<file path="config.mk">
export PLATFORM = sky130hd
export DESIGN_NAME = stream_mux_rr_flat
export DESIGN_NICKNAME = d
export VERILOG_FILES = /design/src/rtl/stream_mux_pkg.sv /design/src/rtl/stream_mux_rr_if.sv /design/src/rtl/stream_mux_rr_arbiter.sv /design/src/rtl/stream_mux_rr.sv /design/src/flat_wrapper.sv
export SDC_FILE = /design/constraint.sdc
export NUM_CORES = 1
export LEC_CHECK = 0
export CORE_MARGIN = 2
export CORE_UTILIZATION = 44
export CTS_CLUSTER_SIZE = 28
export DETAILED_ROUTE_END_ITERATION = 7
export PLACE_DENSITY_LB_ADDON = 0.1
export SYNTH_ARGS = -nofsm -noshare
export SYNTH_HDL_FRONTEND = slang
export SYNTH_SLANG_ARGS = --single-unit
</file>
<file path="constraint.sdc">
create_clock -name clk -period 5.41 [get_ports clk]
set_input_delay 0.8115 -clock clk [delete_from_list [all_inputs] [get_ports clk]]
set_output_delay 0.8115 -clock clk [all_outputs]
set_load 0.02 [all_outputs]
</file>
<file path="src/rtl/stream_mux_pkg.sv">
// rtl/stream_mux_pkg.sv - shared constants and helpers for stream_mux_rr
// Purpose: mode encodings and a width helper shared by the mux, its interface and arbiter.
package stream_mux_pkg;

  localparam logic MODE_FIXED = 1'b0;
  localparam logic MODE_RR    = 1'b1;

  // Channel-index width; never zero so a 1-channel build still has a legal vector.
  function automatic int clog2_min1(input int n);
    int w;
    w = $clog2(n);
    return (w < 1) ? 1 : w;
  endfunction

endpackage

</file>
<file path="src/rtl/stream_mux_rr_if.sv">
// rtl/stream_mux_rr_if.sv - handshake bundle between producers, the mux and the consumer
// Purpose: groups mode/sel, per-channel input streams and the output stream.
// Ports (slave = mux view): in mode, sel, in_valid, in_data, out_ready;
//                           out in_ready, out_valid, out_data, out_ch.
interface stream_mux_rr_if
  import stream_mux_pkg::*;
#(
  parameter int N_CH   = 4,
  parameter int DATA_W = 8
);
  localparam int SEL_W = clog2_min1(N_CH);

  logic                     mode;
  logic [SEL_W-1:0]         sel;
  logic [N_CH-1:0]          in_valid;
  logic [N_CH*DATA_W-1:0]   in_data;
  logic [N_CH-1:0]          in_ready;
  logic                     out_valid;
  logic [DATA_W-1:0]        out_data;
  logic [SEL_W-1:0]         out_ch;
  logic                     out_ready;

  modport master (
    output mode, sel, in_valid, in_data, out_ready,
    input  in_ready, out_valid, out_data, out_ch
  );

  modport slave (
    input  mode, sel, in_valid, in_data, out_ready,
    output in_ready, out_valid, out_data, out_ch
  );
endinterface

</file>
<file path="src/rtl/stream_mux_rr_arbiter.sv">
// rtl/stream_mux_rr_arbiter.sv - combinational rotating-priority arbiter
// Purpose: grant the first requester at or after ptr, wrapping modulo N_CH.
// Ports: req (requests), ptr (highest-priority index) -> gnt_idx, gnt_vld.
module rr_arbiter
  import stream_mux_pkg::*;
#(
  parameter  int N_CH  = 4,
  localparam int SEL_W = clog2_min1(N_CH)
) (
  input  logic [N_CH-1:0]  req,
  input  logic [SEL_W-1:0] ptr,
  output logic [SEL_W-1:0] gnt_idx,
  output logic             gnt_vld
);

  logic [2*N_CH-1:0] dbl;
  logic [N_CH-1:0]   rot;
  logic [SEL_W:0]    off;
  logic [SEL_W:0]    sum;

  always_comb begin
    // Rotate so that bit 0 of rot is the request at ptr.
    dbl = {req, req} >> ptr;
    rot = dbl[N_CH-1:0];
    off = '0;
    gnt_vld = 1'b0;
    // Walk downward so the smallest offset is the one left standing.
    for (int k = N_CH - 1; k >= 0; k--) begin
      if (rot[k]) begin
        off     = (SEL_W+1)'(k);
        gnt_vld = 1'b1;
      end
    end
    sum = {1'b0, ptr} + off;
    if (sum >= (SEL_W+1)'(N_CH)) begin
      sum = sum - (SEL_W+1)'(N_CH);
    end
    gnt_idx = sum[SEL_W-1:0];
  end

endmodule

</file>
<file path="src/rtl/stream_mux_rr.sv">
// rtl/stream_mux_rr.sv - N-channel stream mux with fixed-select and round-robin modes
// Purpose: picks one valid input stream per cycle into a single registered output.
// Ports: clk, rst_n (sync, active low); bus (slave): mode, sel, in_valid, in_data,
//        in_ready, out_valid, out_data, out_ch, out_ready.
module stream_mux_rr
  import stream_mux_pkg::*;
#(
  parameter int N_CH   = 4,
  parameter int DATA_W = 8
) (
  input logic            clk,
  input logic            rst_n,
  stream_mux_rr_if.slave bus
);
  localparam int SEL_W = clog2_min1(N_CH);

  logic [SEL_W-1:0]  rr_ptr;
  logic [SEL_W-1:0]  rr_gnt;
  logic              rr_vld;
  logic              fix_vld;
  logic [SEL_W-1:0]  gnt;
  logic              gnt_vld;
  logic              load_en;
  logic [DATA_W-1:0] gnt_data;
  logic              out_valid_q;
  logic [DATA_W-1:0] out_data_q;
  logic [SEL_W-1:0]  out_ch_q;

  rr_arbiter #(.N_CH(N_CH)) u_arb (
    .req     (bus.in_valid),
    .ptr     (rr_ptr),
    .gnt_idx (rr_gnt),
    .gnt_vld (rr_vld)
  );

  // Output register can refill in the same cycle it drains.
  assign load_en = !out_valid_q || bus.out_ready;

  always_comb begin
    // sel values past N_CH-1 match no channel and therefore never grant.
    fix_vld = 1'b0;
    for (int i = 0; i < N_CH; i++) begin
      if (bus.sel == SEL_W'(i) && bus.in_valid[i]) fix_vld = 1'b1;
    end
    if (bus.mode == MODE_RR) begin
      gnt     = rr_gnt;
      gnt_vld = rr_vld;
    end else begin
      gnt     = bus.sel;
      gnt_vld = fix_vld;
    end
  end

  always_comb begin
    bus.in_ready = '0;
    gnt_data     = '0;
    for (int i = 0; i < N_CH; i++) begin
      if (gnt == SEL_W'(i)) begin
        bus.in_ready[i] = rst_n && load_en && gnt_vld;
        gnt_data        = bus.in_data[i*DATA_W +: DATA_W];
      end
    end
  end

  always_ff @(posedge clk) begin
    if (!rst_n) begin
      out_valid_q <= 1'b0;
      out_data_q  <= '0;
      out_ch_q    <= '0;
      rr_ptr      <= '0;
    end else if (load_en) begin
      if (gnt_vld) begin
        out_valid_q <= 1'b1;
        out_data_q  <= gnt_data;
        out_ch_q    <= gnt;
        if (bus.mode == MODE_RR) begin
          rr_ptr <= (gnt == SEL_W'(N_CH - 1)) ? '0 : gnt + SEL_W'(1);
        end
      end else begin
        out_valid_q <= 1'b0;
      end
    end
  end

  assign bus.out_valid = out_valid_q;
  assign bus.out_data  = out_data_q;
  assign bus.out_ch    = out_ch_q;

endmodule
</file>
<file path="src/flat_wrapper.sv">
// flat-port wrapper written by rule: the top's interface ports become plain ports
module stream_mux_rr_flat import stream_mux_pkg::*;
#(
  parameter int N_CH   = 4,
  parameter int DATA_W = 8
)
  (clk, rst_n, bus_mode, bus_sel, bus_in_valid, bus_in_data, bus_out_ready, bus_in_ready, bus_out_valid, bus_out_data, bus_out_ch);
  stream_mux_rr_if #(.N_CH(N_CH), .DATA_W(DATA_W)) bus_i ();
  input logic clk;
  input logic rst_n;
  input wire logic [$bits(bus_i.mode)-1:0] bus_mode;
  input wire logic [$bits(bus_i.sel)-1:0] bus_sel;
  input wire logic [$bits(bus_i.in_valid)-1:0] bus_in_valid;
  input wire logic [$bits(bus_i.in_data)-1:0] bus_in_data;
  input wire logic [$bits(bus_i.out_ready)-1:0] bus_out_ready;
  output wire logic [$bits(bus_i.in_ready)-1:0] bus_in_ready;
  output wire logic [$bits(bus_i.out_valid)-1:0] bus_out_valid;
  output wire logic [$bits(bus_i.out_data)-1:0] bus_out_data;
  output wire logic [$bits(bus_i.out_ch)-1:0] bus_out_ch;
  assign bus_i.mode = bus_mode;
  assign bus_i.sel = bus_sel;
  assign bus_i.in_valid = bus_in_valid;
  assign bus_i.in_data = bus_in_data;
  assign bus_i.out_ready = bus_out_ready;
  assign bus_in_ready = bus_i.in_ready;
  assign bus_out_valid = bus_i.out_valid;
  assign bus_out_data = bus_i.out_data;
  assign bus_out_ch = bus_i.out_ch;
  stream_mux_rr #(.N_CH(N_CH), .DATA_W(DATA_W)) u_core (.clk(clk), .rst_n(rst_n), .bus(bus_i));
endmodule
</file>
==> implementation parameters <==
Parameter                              Value

Finish
  Fraction of layout instances using a drive strength above 1 ... 10.6%
  Relative area change from synthesis to final layout ... 46.7%
  Non-filler cells, final ... 218
  Fin nets ... 236
  Final antenna diode count ... 0

Placed design
  Count of input and output buffers ... 56
  Placed wire-length estimate ... 2.51 mm
  Placed Instances ... 214
  Final estimated routing congestion in global placement ... 0.907

Die
  Placeable core area ... 2500 sq um
  Effective utilization at floorplan ... 47.1%
  Die Ht ... 55.7 um
  Number of placement rows ... 18
  Number of top-level pins ... 57
  Horizontal die dimension ... 55.7 um
  Total Die Area ... 3110 sq um

Timing
  Post-layout minimum cycle time ... 5.07 ns
  Min Hold Slack ... 0.490 ns
  Worst-margin pin slew ... 0.545 ns
  Part of the cycle the worst path needs ... 93.7%
  RSZ-0062 raised after global routing ... no
  Number of hold violations in the final report ... 0
  Relative max-transition margin ... 63.4%
  Upper clock frequency limit ... 197 MHz
  Worst-case clock skew ... 0.00172 ns
  Number of pins with negative max-slew slack in the final report ... 0
  Summed negative setup slack over all endpoints ... 0 ns
  Endpoints failing setup ... 0

Run
  Maximum Capacitance Violations ... 0

Drt
  Router iterations before antenna repair ... 4
  Detail-routed via count per cell ... 5.67
  Drt wl/cell ... 14.3 um
  Via count ... 1,237
  Number of DRC violations after detailed-routing iteration 0 ... 26
  Residual DRC count ... 0
  DRT antenna net count ... 0
  DRT Wirelength ... 3.12 mm

GRT
  Total congestion overflow after global routing ... 0
  Number of global-route vias before repair ... 1,179
  Initial antenna violation count ... 0
  GR peak layer ... met2
  Maximum number of pins on one net before global-route repair ... 24
  GR met3 Demand/Resource ... 7.91%
  First-pass GRT wire length ... 5.19 mm
  Met2 GRT Util ... 38.4%
  Met1 track demand over resource ... 22.3%
  Aggregate global-route resource usage ... 20.7%

Synth
  Synth Instances ... 140
  Ys Warns ... 0
  Mean cell area of the mapped netlist ... 8.41 sq um
  Count of flip-flops with a built-in enable after synthesis ... 0
  Sequential share of the synthesized area ... 22.1%
  Cell taking the most area after synthesis ... dfxtp_1
  Cell Area, Synth ... 1180 sq um
  Count of unique library cells instantiated by Yosys ... 42
  Post-synthesis register bit count ... 13
  Top_reg_cell synth ... dfxtp_1
  Post-synthesis net count ... 187
  Proportion of netlist area held by the largest area contributor ... 22.1%
  Fraction of synthesis flops using an asynchronous set or reset pin ... 0%
  Top cells by area, synth ... dfxtp_1, a211oi_2, ha_1

CTS
  Max H-tree Level ... 1
  TritonCTS Buffers ... 3
  Clock tree from TritonCTS ... built
  Clock Path Buffers ... 2
  Number of sinks driven by the clock tree ... 13
  Clock input transition at the sequential cells of the worst setup and hold paths ... 0.07 ns
  CTS Root Buffer Type ... clkbuf_4
  Total of cells resized after clock tree synthesis ... 0
  Post-CTS setup buffers ... 0
  Number of hold buffers added after cts ... 0
  Clock latency at the later pin of the worst-skew pair ... 0.28 ns

Hold path
  Number of stages on the worst hold path ... 2
  Startpoint of the worst hold path ... u_core.bus.out_ch[0]
  Min-Delay Path Class ... flip-flop to flip-flop
  End point of the most critical hold path ... u_core.bus.out_ch[0]

Critical path
  Crit path max fanout ... 17
  Number of cells on the worst reg-to-reg path ... 13
  Reg2Reg Capture Point ... u_core.bus.out_data[1]
  Slack of the worst reg-to-reg path ... 1.92 ns
  Sort of element at the start of the critical path ... input pin
  Critical Path End Type ... output pin
  Critical setup path kind ... input pin to output pin
  Arrival time of the worst setup path ... 4.26 ns
  Launching point of the worst reg2reg path ... u_core.rr_ptr[0]
  Worst Path Required ... 4.60 ns

Pwr
  Cell leakage power ... 0.000654 uW
  Pwr per Cell Area ... 251 nW/um^2
  Maximum vdd drop ... 0.278 mV

Run status
  Run status ... completed
## cells by family (layout without fill, tap and decap cells)
| logic type | Yosys count | in the layout | share of synthesized area [%] |
|---|---|---|---|
| and+or+nand+nor | 57 | 57 | 30.4 |
| AOI/OAI and AO/OA | 42 | 42 | 29.3 |
| buffers and inverters | 18 | 66 | 8.61 |
| DFF | 13 | 13 | 22.1 |
| adders and majority gates | 5 | 5 | 5.31 |
| muxes | 4 | 4 | 3.51 |
| xor gates and xnor gates | 1 | 1 | 0.744 |
## worst max path at each step
stage                       to             from  slack, ns
2_1_floorplan  bus_in_ready[3]  bus_in_valid[2]       1.32
3_3_place_gp   bus_in_ready[2]  bus_in_valid[1]       0.48
3_5_place_dp   bus_in_ready[2]  bus_in_valid[3]       0.34
4_1_cts        bus_in_ready[2]  bus_in_valid[3]       0.32
5_1_grt        bus_in_ready[2]  bus_in_valid[3]       0.04
6_report       bus_in_ready[2]  bus_in_valid[3]       0.34
## where the power goes
part / total [uW] / switching, uW / internal, uW
Combinational: 246 / 123 / 123
Clock: 59.5 / 30.8 / 28.6
Sequential: 128 / 15.3 / 112
## cell usage after synthesis, types with 3 or more instances
library cell	count
ha_1	5
nor2b_1	9
dfxtp_1	13
inv_1	5
mux2i_1	3
nor4_2	3
a211oi_2	6
o21ai_0	3
nor2_1	11
buf_6	4
a221oi_1	7
a21oi_1	11
and3_1	4
buf_2	3
nand2_1	11
nor3_1	6
clkbuf_1	6
## registers in the layout, indices dropped and copies added, names as in the netlist
| register | count |
|---|---|
| u_core.rr_ptr | 2 |
| u_core.bus.out_data | 8 |
| u_core.bus.out_ch | 2 |
| u_core.bus.out_valid | 1 |
## per-stage QoR
stage          power (uW)  setup WS (ns)  utilization [%]  cell area (sq um)
2_1_floorplan         293           1.32                -               1180
3_3_place_gp          371          0.484             68.0               1700
3_5_place_dp          377          0.336             68.0               1700
4_1_cts               437          0.322             69.1               1730
5_1_grt               467         0.0358             69.1               1730
6_report              433          0.340             69.1               1730
## final cells by class
type / count / area [sq um]
fill: 216 / 773
sequential: 13 / 260
timing repair buffer: 57 / 568
tap: 30 / 37.5
inverter: 5 / 18.8
multi-input combinational: 109 / 816
clock buffer: 4 / 26.3
## metal layers
metal,vias to the layer above,wire (um)
li1,622,-
met1,568,1190
met2,42,1650
met3,5,270
met4,0,17
met5,-,0
## critical path: stages
cell	delay, ns
clkdlybuf4s50_1	0.65
and3b_1	0.22
o21ai_0	0.18
o2111ai_1	0.17
ha_1	0.23
xnor2_1	0.18
nand2_1	0.08
o311a_1	0.36
inv_1	0.10
ha_1	0.45
and3_1	0.23
clkdlybuf4s50_1	0.60
## cells in the final DEF (no fill, tap or decap), types with 6 or more instances in the layout
cell,Yosys,final
dfxtp_1,13,13
nor3_1,6,6
nor2_1,11,11
a211oi_2,6,6
a221oi_1,7,7
clkdlybuf4s50_1,0,56
nand2_1,11,11
nor2b_1,9,9
a21oi_1,11,11
(Power assumes the default switching activity.)
